--- src/rtl/alu_mc.sv ---
// Multi-cycle ALU with registered result/flags, valid/ready handshake on both sides,
// and an iterative shift-add unsigned multiplier.
module alu_mc #(
    parameter int unsigned WIDTH = 32,
    parameter int unsigned SHW   = 5
) (
    input  logic             clk,
    input  logic             rst_n,
    input  logic             in_valid,
    output logic             in_ready,
    input  logic [3:0]       op,
    input  logic [WIDTH-1:0] a,
    input  logic [WIDTH-1:0] b,
    output logic             out_valid,
    input  logic             out_ready,
    output logic [WIDTH-1:0] result,
    output logic             z,
    output logic             n,
    output logic             c,
    output logic             v,
    output logic             err
);

    localparam logic [3:0] OpAdd  = 4'd0;
    localparam logic [3:0] OpSub  = 4'd1;
    localparam logic [3:0] OpAnd  = 4'd2;
    localparam logic [3:0] OpOr   = 4'd3;
    localparam logic [3:0] OpNor  = 4'd4;
    localparam logic [3:0] OpXor  = 4'd5;
    localparam logic [3:0] OpSlt  = 4'd6;
    localparam logic [3:0] OpSltu = 4'd7;
    localparam logic [3:0] OpSll  = 4'd8;
    localparam logic [3:0] OpSrl  = 4'd9;
    localparam logic [3:0] OpSra  = 4'd10;
    localparam logic [3:0] OpMulu = 4'd11;

    typedef enum logic [1:0] {StIdle, StMul, StDone} state_e;

    state_e               r_state;
    state_e               w_state_nxt;

    logic                 r_out_valid;
    logic [WIDTH-1:0]     r_result;
    logic                 r_z, r_n, r_c, r_v, r_err;

    logic [2*WIDTH-1:0]   r_mcand;
    logic [WIDTH-1:0]     r_mplier;
    logic [2*WIDTH-1:0]   r_prod;
    logic [SHW-1:0]       r_cnt;

    logic                 w_in_ready;
    logic                 w_accept;
    logic                 w_start_mul;
    logic                 w_load_alu;
    logic                 w_load_mul;

    logic                 w_sub;
    logic [WIDTH-1:0]     w_b_op;
    logic [WIDTH:0]       w_sum;
    logic                 w_c_msb;
    logic [SHW-1:0]       w_sh;
    logic [WIDTH-1:0]     w_res;
    logic                 w_c;
    logic                 w_v;
    logic                 w_err;

    // Handshake and load strobes
    always_comb begin
        w_in_ready  = (r_state == StIdle) && (!r_out_valid || out_ready);
        w_accept    = in_valid && w_in_ready;
        w_start_mul = w_accept && (op == OpMulu);
        w_load_alu  = w_accept && (op != OpMulu);
        w_load_mul  = (r_state == StDone);
    end

    assign in_ready = w_in_ready;

    // Single-cycle datapath; SUB reuses the adder with inverted B and carry-in
    always_comb begin
        w_sub   = (op == OpSub);
        w_b_op  = w_sub ? ~b : b;
        w_sum   = {1'b0, a} + {1'b0, w_b_op} + {{WIDTH{1'b0}}, w_sub};
        w_c_msb = a[WIDTH-1] ^ w_b_op[WIDTH-1] ^ w_sum[WIDTH-1];
        w_sh    = b[SHW-1:0];
        w_res   = '0;
        w_c     = 1'b0;
        w_v     = 1'b0;
        w_err   = 1'b0;
        case (op)
            OpAdd, OpSub: begin
                w_res = w_sum[WIDTH-1:0];
                w_c   = w_sum[WIDTH];
                w_v   = w_c_msb ^ w_sum[WIDTH];
            end
            OpAnd:  w_res = a & b;
            OpOr:   w_res = a | b;
            OpNor:  w_res = ~(a | b);
            OpXor:  w_res = a ^ b;
            OpSlt:  w_res = {{(WIDTH-1){1'b0}}, ($signed(a) < $signed(b))};
            OpSltu: w_res = {{(WIDTH-1){1'b0}}, (a < b)};
            OpSll:  w_res = a << w_sh;
            OpSrl:  w_res = a >> w_sh;
            OpSra:  w_res = $signed(a) >>> w_sh;
            OpMulu: w_res = '0;
            default: begin
                w_res = '0;
                w_err = 1'b1;
            end
        endcase
    end

    always_comb begin
        w_state_nxt = r_state;
        case (r_state)
            StIdle: if (w_start_mul) w_state_nxt = StMul;
            StMul:  if (r_cnt == '0) w_state_nxt = StDone;
            StDone: w_state_nxt = StIdle;
            default: w_state_nxt = StIdle;
        endcase
    end

    always_ff @(posedge clk or negedge rst_n) begin
        if (!rst_n) begin
            r_state <= StIdle;
        end else begin
            r_state <= w_state_nxt;
        end
    end

    // Shift-add multiplier: one multiplier bit per cycle, LSB first
    always_ff @(posedge clk or negedge rst_n) begin
        if (!rst_n) begin
            r_mcand  <= '0;
            r_mplier <= '0;
            r_prod   <= '0;
            r_cnt    <= '0;
        end else if (w_start_mul) begin
            r_mcand  <= {{WIDTH{1'b0}}, a};
            r_mplier <= b;
            r_prod   <= '0;
            r_cnt    <= SHW'(WIDTH - 1);
        end else if (r_state == StMul) begin
            if (r_mplier[0]) begin
                r_prod <= r_prod + r_mcand;
            end
            r_mcand  <= r_mcand << 1;
            r_mplier <= r_mplier >> 1;
            r_cnt    <= r_cnt - 1'b1;
        end
    end

    // A new load on the same edge as a consumer handshake keeps out_valid high
    always_ff @(posedge clk or negedge rst_n) begin
        if (!rst_n) begin
            r_out_valid <= 1'b0;
            r_result    <= '0;
            r_z         <= 1'b0;
            r_n         <= 1'b0;
            r_c         <= 1'b0;
            r_v         <= 1'b0;
            r_err       <= 1'b0;
        end else if (w_load_alu) begin
            r_out_valid <= 1'b1;
            r_result    <= w_res;
            r_z         <= (w_res == '0);
            r_n         <= w_res[WIDTH-1];
            r_c         <= w_c;
            r_v         <= w_v;
            r_err       <= w_err;
        end else if (w_load_mul) begin
            r_out_valid <= 1'b1;
            r_result    <= r_prod[WIDTH-1:0];
            r_z         <= (r_prod[WIDTH-1:0] == '0);
            r_n         <= r_prod[WIDTH-1];
            r_c         <= |r_prod[2*WIDTH-1:WIDTH];
            r_v         <= 1'b0;
            r_err       <= 1'b0;
        end else if (out_ready) begin
            r_out_valid <= 1'b0;
        end
    end

    assign out_valid = r_out_valid;
    assign result    = r_result;
    assign z         = r_z;
    assign n         = r_n;
    assign c         = r_c;
    assign v         = r_v;
    assign err       = r_err;

endmodule

--- config.mk ---
export PLATFORM = sky130hd
export DESIGN_NAME = alu_mc
export DESIGN_NICKNAME = d
export VERILOG_FILES = /design/src/rtl/alu_mc.sv
export SDC_FILE = /design/constraint.sdc
export NUM_CORES = 1
export LEC_CHECK = 0
export ABC_CLOCK_PERIOD_IN_PS = 4600
export BUFFER_PORTS_ARGS = -buffer_cell sky130_fd_sc_hd__buf_2
export CAP_MARGIN = 20
export CELL_PAD_IN_SITES_DETAIL_PLACEMENT = 0
export CELL_PAD_IN_SITES_GLOBAL_PLACEMENT = 1
export CORE_ASPECT_RATIO = 1.4
export CORE_MARGIN = 3
export CORE_UTILIZATION = 48
export CTS_CLUSTER_DIAMETER = 120
export DETAILED_ROUTE_END_ITERATION = 6
export PLACE_DENSITY = 0.87
export SYNTH_ARGS = -nofsm -noshare
export SYNTH_HDL_FRONTEND = slang
export SYNTH_SLANG_ARGS = --single-unit
--- constraint.sdc ---
create_clock -name clk -period 4.6 [get_ports clk]
set_input_delay 0.92 -clock clk [delete_from_list [all_inputs] [get_ports clk]]
set_output_delay 0.92 -clock clk [all_outputs]
set_load 0.01 [all_outputs]
* After elaboration in Yosys (flattened, before gate mapping)
Index checks and enable logic that the tools add are counted.
Storage, ports and cells: flip-flop bits (word level) 205, input bits 72, output and inout port bits 39, word-level logic and storage cells 96
Operators by class: add/subtract/negate cells 4, magnitude comparators 2, eq/ne operators 16, shift operators 3, muxes and demuxes 31, bitwise gates (word level) 8, reductions and logical operators 20
Operators with widths (number):
- $mux W64 | 5
- $pmux W32 S10 | 1
- $mux W32 | 5
- $add A64 B64 Y64 | 1
- $logic_not A32 Y1 | 2
- $lt A32 B32 Y1 | 2
- $not A32 Y32 | 2
- $add A32 B32 Y33 | 1
- $add A33 B1 Y33 | 1
- $and A32 B32 Y32 | 1
- $or A32 B32 Y32 | 1
- $reduce_or A32 Y1 | 1
- $shl A32 B5 Y32 | 1
- $shr A32 B5 Y32 | 1
- $sshr A32 B5 Y32 | 1
- $xor A32 B32 Y32 | 1
- $eq A4 B3 Y1 const B | 4
- $eq A4 B4 Y1 const B | 4
- $mux W1 | 15
- $reduce_or A12 Y1 | 1
- $mux W5 | 2
- $eq A4 B2 Y1 const B | 2
- $reduce_bool A2 Y1 | 3
- $logic_not A5 Y1 | 1
- other kinds (17) | 25

* Longest topological paths before layout
Gate-level depths: netlist of run 1.
depth in word-level cells 8, mapped depth 19, depth with buffers taken out 16

* Worst setup path before layout of run 1
Ideal clock, no wire load.
path kind input-to-reg, start input port b[0], end register r_v, in the netlist v, library setup time 0.122 ns, data arrival time 5.245 ns, required time 4.478 ns, setup slack -0.766 ns, stages on the path 19, buffers on the path 4, path through buf_6 -> inv_1 -> clkbuf_1 -> clkbuf_1 -> buf_1 -> mux2i_1 -> fa_1 -> nand3b_1 -> a2111oi_0 -> nor2_1 -> a21boi_0 -> a21oi_1 -> o31ai_1 -> nor3b_1 -> a31oi_1 -> o21bai_1 -> a21o_1 -> xnor2_1 -> a32o_1
On the way: longest elaborated chain between the ends 8
RTL lines:
- from (decl) | RTL line 13 | input logic [WIDTH-1:0] b,
- $not A32 Y32 | RTL line 81 | w_b_op = w_sub ? ~b : b;
- $mux W32 * | RTL line 81
- $add A32 B32 Y33 * | RTL line 82 | w_sum = {1'b0, a} + {1'b0, w_b_op} + {{WIDTH{1'b0}}, w_sub};
- $add A33 B1 Y33 * | RTL line 82
- $xor A1 B1 Y1 | RTL line 83 | w_c_msb = a[WIDTH-1] ^ w_b_op[WIDTH-1] ^ w_sum[WIDTH-1];
- $xor A1 B1 Y1 * | RTL line 93 | w_v = w_c_msb ^ w_sum[WIDTH];
- $mux W1 * | RTL line 89 | case (op)
- $mux W1 * | RTL line 162 | end else if (w_load_alu) begin
- to (signal assigned) | RTL line 168 | r_v <= w_v;
- to (decl) | RTL line 44 | logic r_z, r_n, r_c, r_v, r_err;
Every way passes the cells marked *; elsewhere a longest branch is shown, timed or not. A chain may end at the register's enable or synchronous reset.

* Worst setup path in the final report of run 1
start input port op[1], end register r_z, in the netlist z
On the way: longest elaborated chain between the ends 7, elaborated cells between the ends (all ways) 21, those cells by class add/sub (2); eq/ne (11); mux (3); reduce/logical (5)
RTL lines:
- from (decl) | RTL line 11 | input logic [3:0] op,
- $eq A4 B1 Y1 | RTL line 80, 89
- $mux W32 | RTL line 81
- $add A32 B32 Y33 | RTL line 82
- $add A33 B1 Y33 | RTL line 82
- $pmux W32 S10 | RTL line 89
- $logic_not A32 Y1 | RTL line 165 | r_z <= (w_res == '0);
- $mux W1 | RTL line 162
- to (signal assigned) | RTL line 165
- to (signal assigned) | RTL line 173 | r_z <= (r_prod[WIDTH-1:0] == '0);
- to (decl) | RTL line 44
Parallel ways exist; a longest one is shown, timed or not.

==> results of run 1 <==
-- power breakdown --
group          total [mW]  switching (mW)  internal (mW)
sequential           2.80           0.546           2.25
combinational        4.59            2.76           1.82
clock                2.21           0.830           1.39
total                9.60            4.14           5.46
-- cell usage in the layout, fill, tap and decap left out, drive strengths merged, types with 21 or more instances in the layout --
master,n
nor2b,24
xnor2,76
mux2,36
a21o,40
and3,23
a221oi,21
nand2b,22
nor3,46
inv,109
nand2,470
a211oi,27
ha,201
a22oi,62
nand3,66
xor2,42
clkbuf,32
o22ai,28
o211ai,27
mux4,44
a31oi,55
nor4,28
buf,432
dfrtp,204
nand4,37
o21ai,197
mux2i,79
nor2,195
a21oi,205
-- layer usage --
metal  vias to the layer above  track usage (%)  routed length, µm
met5                         -                0                 68
met4                        10             34.3              11000
met3                       486             8.16               8470
met2                      1344             64.9              44700
met1                     11353             45.1              34500
li1                      10624                -                  -
-- per-stage QoR --
step	setup TNS, ps	power [mW]	util [%]	instances
4_1_cts	0	9.50	57.9	3615
3_3_place_gp	-1340	7.16	55.9	3571
3_5_place_dp	-1710	7.24	55.9	3571
2_1_floorplan	-255	5.51	-	2786
6_report	0	9.60	58.1	3616
5_1_grt	-97.2	10.1	58.1	3615
-- worst max-delay path by stage --
stage                from  depth (start not counted)  slack [ps]  endpoint
finish              op[1]                         17          80         z
CTS                 op[2]                         17          10         z
floorplan           op[2]                         19        -160         z
global placement    op[2]                         17        -450         z
detailed placement  op[2]                         17        -500         z
global route        op[1]                         16        -100         z
-- area by class of cell --
| class | count | area [µm²] |
|---|---|---|
| Inverter | 112 | 437 |
| Fill cell | 4184 | 18600 |
| Clock inverter | 12 | 231 |
| Timing Repair Buffer | 432 | 3090 |
| Tap cell | 558 | 698 |
| Multi-Input combinational cell | 2265 | 15500 |
| Antenna cell | 1 | 2.50 |
| Sequential cell | 204 | 5100 |
| Clock buffer | 32 | 682 |
-- what timing repair did --
action / 4_1_cts / 5_1_grt
endpoints found under the setup margin: 0 / 5
hold buffers: 0 / 0
setup buffers: 0 / 0
gates resized for setup: 0 / 14
-- cell families (layout without fill, tap and decap cells) --
| kind of cell | Yosys count | count (layout) | share of synthesized area, % |
|---|---|---|---|
| xor+xnor | 118 | 118 | 4.77 |
| mux | 159 | 159 | 10.1 |
| other cells | 0 | 1 | 0 |
| buf+inv | 317 | 588 | 5.69 |
| simple gates | 978 | 978 | 20.3 |
| flops | 204 | 204 | 23.6 |
| compound gates | 807 | 807 | 23.8 |
| fa+ha+maj | 203 | 203 | 11.8 |
-- flip-flops by register name (all words and copies together), names as in the netlist --
| name | flops |
|---|---|
| r_mcand | 64 |
| r_prod | 64 |
| r_mplier | 32 |
| result | 32 |
| r_cnt | 5 |
| r_state | 2 |
| c | 1 |
| err | 1 |
| out_valid | 1 |
| v | 1 |
| z | 1 |
==> results.py, run 1 <==
metrics = {
    "timing": {
        "hold_ws_ps": 396,
        "finalCritPeriodShare_pct": 98.4,
        "setup_viol": 0,
        "worstMarginPinSlew_ps": 1130,
        "slew_viol_final": 0,
        "grt_setup_unrepaired": "yes",
        "timing.final.hold_violations": 0,
        "finalCriticalPeriod_ps": 4520,
        "slew_headroom_pct": 22.4,
        "fin_ws_ps": 75.9,
        "max_freq_ghz": 0.221,
        "skew_ps": 32.7,
    },
    "final_layout": {
        "final_area_um2": 25700,
        "area_growth_syn_to_layout_pct": 18.7,
        "nNetsFinal": 3314,
        "drive_gt1_share_pct": 19.8,
    },
    "critical_path": {
        "worstReg2RegStart": "r_prod[7]",
        "reg2reg_depth": 13,
        "worstPathRequired_ps": 5030,
        "cp_slowest_stage_delay_ps": 520,
        "crit_fanout": 5,
        "crit_chain": "buf_6 > nor4b_4 > buf_6 > xnor2_2 > ha_1 > and3b_1 > a22o_1 > o21a_1 > or4_4 > a211oi_4 > xnor2_1 > a211o_1 > or4_4 > nor3_2 > and4_1 > nand4_1 > o41ai_2",
        "critPathBufInv": 2,
        "r2r_slack_ps": 570,
        "cp-end-kind": "register",
        "cp_data_arrival_time_ps": 4960,
        "worstSetupPathType": "input pin to register",
        "crit-reg2reg-capture": "r_prod[61]",
        "start_kind": "input pin",
        "critPathTopFamily": "simple AND/OR/NAND/NOR gates",
        "crit_slowest_cell": "or4_4",
    },
    "yosys": {
        "ys_ff_latch": 204,
        "ys.flop_type": "dfrtp_1",
        "yosysTopAreaCellShare_pct": 23.6,
        "synthTopCellsByCount": "nand2_1, a21oi_1, dfrtp_1, ha_1, nor2_1",
        "yosysMostFrequentCell": "nand2_1",
        "synth_nets": 3061,
        "synth.area.top_cells": "dfrtp_1, ha_1, nand2_1, a21oi_1, mux4_2",
        "yosysUniqueCellTypes": 85,
        "avgSynthCellArea_um2": 7.78,
        "synth_warnings": 0,
        "synth_cells": 2786,
        "async_flop_share_pct": 100,
        "netlist_area_um2": 21700,
        "yosysTopAreaCell": "dfrtp_1",
        "synth_seq_area_share_pct": 23.6,
        "synth_edf_count": 0,
    },
    "grt": {
        "grt_pass1_vias": 23405,
        "grt_pass1_wl_um": 145000,
        "grt_usage_pct": 40.3,
        "grt_max_degree": 109,
        "antenna_found_initial": 6,
        "overflow": 0,
    },
    "floorplan": {
        "design.die.area_um2": 47800,
        "core_area_um2": 44300,
        "die_x_um": 186,
        "initial_core_util_pct": 48.9,
        "die_y_um": 257,
        "row_count": 91,
        "ioPinCount": 111,
    },
    "route": {
        "drt-pass1-iter-count": 7,
        "routed_wl_um": 98700,
        "drc_errors": 5,
        "viasPerCell": 6.59,
        "drtAntennaViolNets": 0,
        "vias": 23817,
        "route.detailed.wl_per_inst_um": 27.3,
        "drtIter0Drc": 2431,
    },
    "clocking": {
        "cts_sinks": 204,
        "cts_root_buf": "clkbuf_16",
        "clk_pin_slew_worst_paths_ps": 70,
        "cts_tree": "yes",
        "htreeDepth": 1,
        "cts.path.max_buffers": 3,
        "clkLatencyLatePin_ps": 560,
        "cts_buffers": 24,
    },
    "placed_design": {
        "port_buffers": 110,
        "post-place-ws_ps": -502,
        "gp_congestion": 1.12,
        "dpl_cell_area_um2": 24800,
        "hpwl_um": 75900,
    },
    "power_and_ir_drop": {
        "power.leakage_nw": 11.9,
        "power.density_nw_per_um2": 373,
        "ir_drop_uv": 390,
    },
    "hold_path": {
        "min_path_type": "input pin to async pin",
    },
    "run_status": {
        "violations": "DRC",
        "status": "finished with violations",
    },
    "run": {
        "drv_cap": 0,
    },
}
(Power assumes the default switching activity.)
==> inputs of run 2 (changes only) <==
--- a/config.mk
+++ b/config.mk
@@ -5,6 +5,7 @@
 export SDC_FILE = /design/constraint.sdc
 export NUM_CORES = 1
 export LEC_CHECK = 0
+export ABC_AREA = 1
 export ABC_CLOCK_PERIOD_IN_PS = 4600
 export BUFFER_PORTS_ARGS = -buffer_cell sky130_fd_sc_hd__buf_2
 export CAP_MARGIN = 20
@@ -12,10 +13,10 @@
 export CELL_PAD_IN_SITES_GLOBAL_PLACEMENT = 1
 export CORE_ASPECT_RATIO = 1.4
 export CORE_MARGIN = 3
-export CORE_UTILIZATION = 48
+export CORE_UTILIZATION = 45
 export CTS_CLUSTER_DIAMETER = 120
 export DETAILED_ROUTE_END_ITERATION = 6
-export PLACE_DENSITY = 0.87
+export PLACE_DENSITY = 0.86
 export SYNTH_ARGS = -nofsm -noshare
 export SYNTH_HDL_FRONTEND = slang
 export SYNTH_SLANG_ARGS = --single-unit
==> run 2 against run 1 <==
  * The run still ends with DRC left
  * Routed wire length increased by 1.4%
  * Final area decreased by 8.1%
  * Cell count increased by 13%
  * Worst hold slack got worse by 110 ps
  * Sequential share of layout area increased by 1.8 points
  * Largest cell class unchanged
  * Largest power group unchanged
==> results.py, run 2 <==
metrics = {
    "run_status": {
        "status": "finished with violations",
        "violations": "DRC",
    },
    "timing": {
        "slew_viol_final": 0,
        "grt_setup_unrepaired": "no",
        "max_freq_ghz": 0.245,
        "timing.final.hold_violations": 0,
        "setup_tns_ps": 0,
        "skew_ps": 38.8,
        "finalCriticalPeriod_ps": 4090,
        "worstMarginPinSlew_ps": 1100,
        "setup_viol": 0,
        "finalCritPeriodShare_pct": 88.9,
        "slew_headroom_pct": 27.0,
    },
    "grt": {
        "grt_usage_pct": 38.6,
        "grt_pass1_wl_um": 147000,
        "grt_pass1_vias": 23919,
        "overflow": 0,
        "antenna_found_initial": 2,
        "grt_max_degree": 102,
    },
    "floorplan": {
        "ioPinCount": 111,
        "die_y_um": 264,
        "initial_core_util_pct": 45.6,
        "die_x_um": 191,
        "design.die.area_um2": 50400,
        "row_count": 94,
        "core_area_um2": 47000,
    },
    "clocking": {
        "cts-resized-gates": 0,
        "cts_root_buf": "clkbuf_16",
        "cts_hold_buf": 0,
        "cts_buffers": 24,
        "cts_sinks": 204,
        "postCtsSetupRepairBufs": 0,
        "clkLatencyLatePin_ps": 560,
        "clk_pin_slew_worst_paths_ps": 70,
        "htreeDepth": 1,
        "cts_tree": "yes",
        "cts.path.max_buffers": 3,
    },
    "run": {
        "drv_cap": 0,
    },
    "yosys": {
        "ys.flop_type": "dfrtp_1",
        "yosysUniqueCellTypes": 55,
        "synth_cells": 3357,
        "synth_warnings": 0,
        "synthTopCellsByCount": "nand2_1, inv_1, nand3_1, nor2_1, o21ai_0",
        "avgSynthCellArea_um2": 6.39,
        "synth.area.top_cells": "dfrtp_1, nand2_1, ha_1, nand3_1, inv_1",
        "yosysTopAreaCellShare_pct": 23.8,
        "yosysTopAreaCell": "dfrtp_1",
        "synth_seq_area_share_pct": 23.8,
        "netlist_area_um2": 21500,
        "ys_ff_latch": 204,
        "synth_edf_count": 0,
        "async_flop_share_pct": 100,
        "yosysMostFrequentCell": "nand2_1",
        "synth_nets": 3632,
    },
    "critical_path": {
        "cp-end-kind": "register",
        "worstSetupPathType": "input pin to register",
        "crit_fanout": 15,
        "crit_slowest_cell": "ha_1",
        "crit_chain": "buf_2 > nor2_2 > inv_2 > nor2_4 > buf_4 > xor2_1 > ha_1 > nand2_1 > inv_1 > nand2_1 > nor2_1 > nand2_1 > nand3_1 > nand2_1 > nand3_1 > nand2_1 > a21oi_1 > nand2_1 > nor2_1 > nand3_1 > nor2_1 > nand3_1 > a21oi_1",
        "cp_slowest_stage_delay_ps": 370,
        "cp_data_arrival_time_ps": 4580,
        "crit_top_cell": "nand2_1",
        "worstPathRequired_ps": 5090,
        "start_kind": "input pin",
    },
    "power_and_ir_drop": {
        "switching_share_pct": 49.1,
        "power.switching_mw": 5.33,
        "intPower_mw": 5.52,
        "power.leakage_nw": 11.9,
        "power.density_nw_per_um2": 459,
        "pwr-share-seq_pct": 29.2,
        "clock_power_share_pct": 18.6,
        "pwr-share-comb_pct": 52.2,
        "ir_drop_uv": 393,
    },
    "final_layout": {
        "reg_top3": "r_mcand: 64 flops, r_prod: 64 flops",
        "drive_gt1_share_pct": 8.53,
        "final_common_cell": "nand2_1",
        "nNetsFinal": 3716,
        "area_growth_syn_to_layout_pct": 10.1,
        "antenna_cells": 0,
        "fin_util_pct": 50.2,
        "mostFrequentLayoutCells": "nand2_1, inv_1, nand3_1",
    },
    "route": {
        "vias": 24620,
        "route.detailed.wl_per_inst_um": 24.5,
        "drtAntennaViolNets": 0,
        "drt-pass1-iter-count": 7,
        "routed_wl_um": 100000,
        "drtIter0Drc": 2296,
        "viasPerCell": 6.03,
        "drc_errors": 9,
    },
    "hold_path": {
        "min_path_type": "input pin to async pin",
    },
    "placed_design": {
        "hpwl_um": 80300,
        "gp_congestion": 1.07,
        "port_buffers": 110,
    },
}
-- run 2: changes by cell type in the layout (fill, tap and decap cells not counted), sizes merged, moves of 44 or more --
cell | previous run | this run
buf | 432 | 190
mux4 | 44 | 0
inv | 109 | 412
nor2 | 195 | 308
o21ai | 197 | 260
nand2 | 470 | 861
nand3 | 66 | 362
xnor2 | 76 | 5
mux2i | 79 | 1
-- run 2: area by class of cell --
class,instances,area [µm²]
repair buffers,190,1210
clock inverters,12,130
inverters,413,1550
flip-flops and latches,204,5100
clock buffers,32,692
multi-input cells,2608,14200
fillers,4886,23400
well taps,624,781
-- run 2: path summary, 6_finish.rpt --
kind	start	to	slack, ps	depth (start not counted)
min	rst_n	r_prod[12]	290	1
min reg2reg	result[7]	result[7]	500	2
max	op[3]	z	510	23
max reg2reg	r_mcand[3]	r_prod[46]	1300	13
min in group clk	result[7]	result[7]	500	2
max in group asynchronous	rst_n	c	3170	2
-- run 2: per-stage QoR --
step                      hold WS [ps]  cells  worst slack, ps  area [µm²]  total power [mW]
final                              285   4083              512       23600              10.8
after global routing               414   4083              267       23600              11.5
after CTS                          414   4082              609       23600              10.7
after detailed placement           485   4038             27.9       22800              8.66
after global placement             474   4038             55.4       22800              8.55
after floorplan                    466   3357              893       21500              6.63
-- run 2: power by group through the flow --
stage | Sequential (mW) | Clock, mW | Combinational [mW]
finish | 3.17 | 2.02 | 5.66
global route | 3.23 | 2.11 | 6.20
CTS | 3.14 | 2.04 | 5.54
detailed placement | 3.16 | 0 | 5.50
global placement | 3.13 | 0 | 5.42
floorplan | 2.99 | 0 | 3.63
-- run 2: kinds of logic after synthesis --
group                      count (synthesis)  share of synthesized area, %
DFF                                      204                          23.8
adders and majority gates                203                          11.9
buffers and inverters                    545                          10.3
and+or+nand+nor                         1634                          32.2
xor gates and xnor gates                  44                          1.80
AOI/OAI and AO/OA                        726                          19.9
muxes                                      1                        0.0467
-- run 2: layer usage --
layer	vias up	global-route usage (%)	share of wire, %
li1	11426	-	-
met1	11539	42.5	35
met2	1247	66.0	47
met3	402	5.98	7.2
met4	6	30.4	10
met5	-	0	0.044
-- run 2: critical path: cells and delay by family --
kind / cells / cell delay (ps)
AND/OR/NAND/NOR: 15 / 2050
buffers and inverters: 4 / 600
AO/OA/AOI/OAI: 2 / 480
adder cells (fa/ha/maj): 1 / 370
XOR/XNOR: 1 / 110
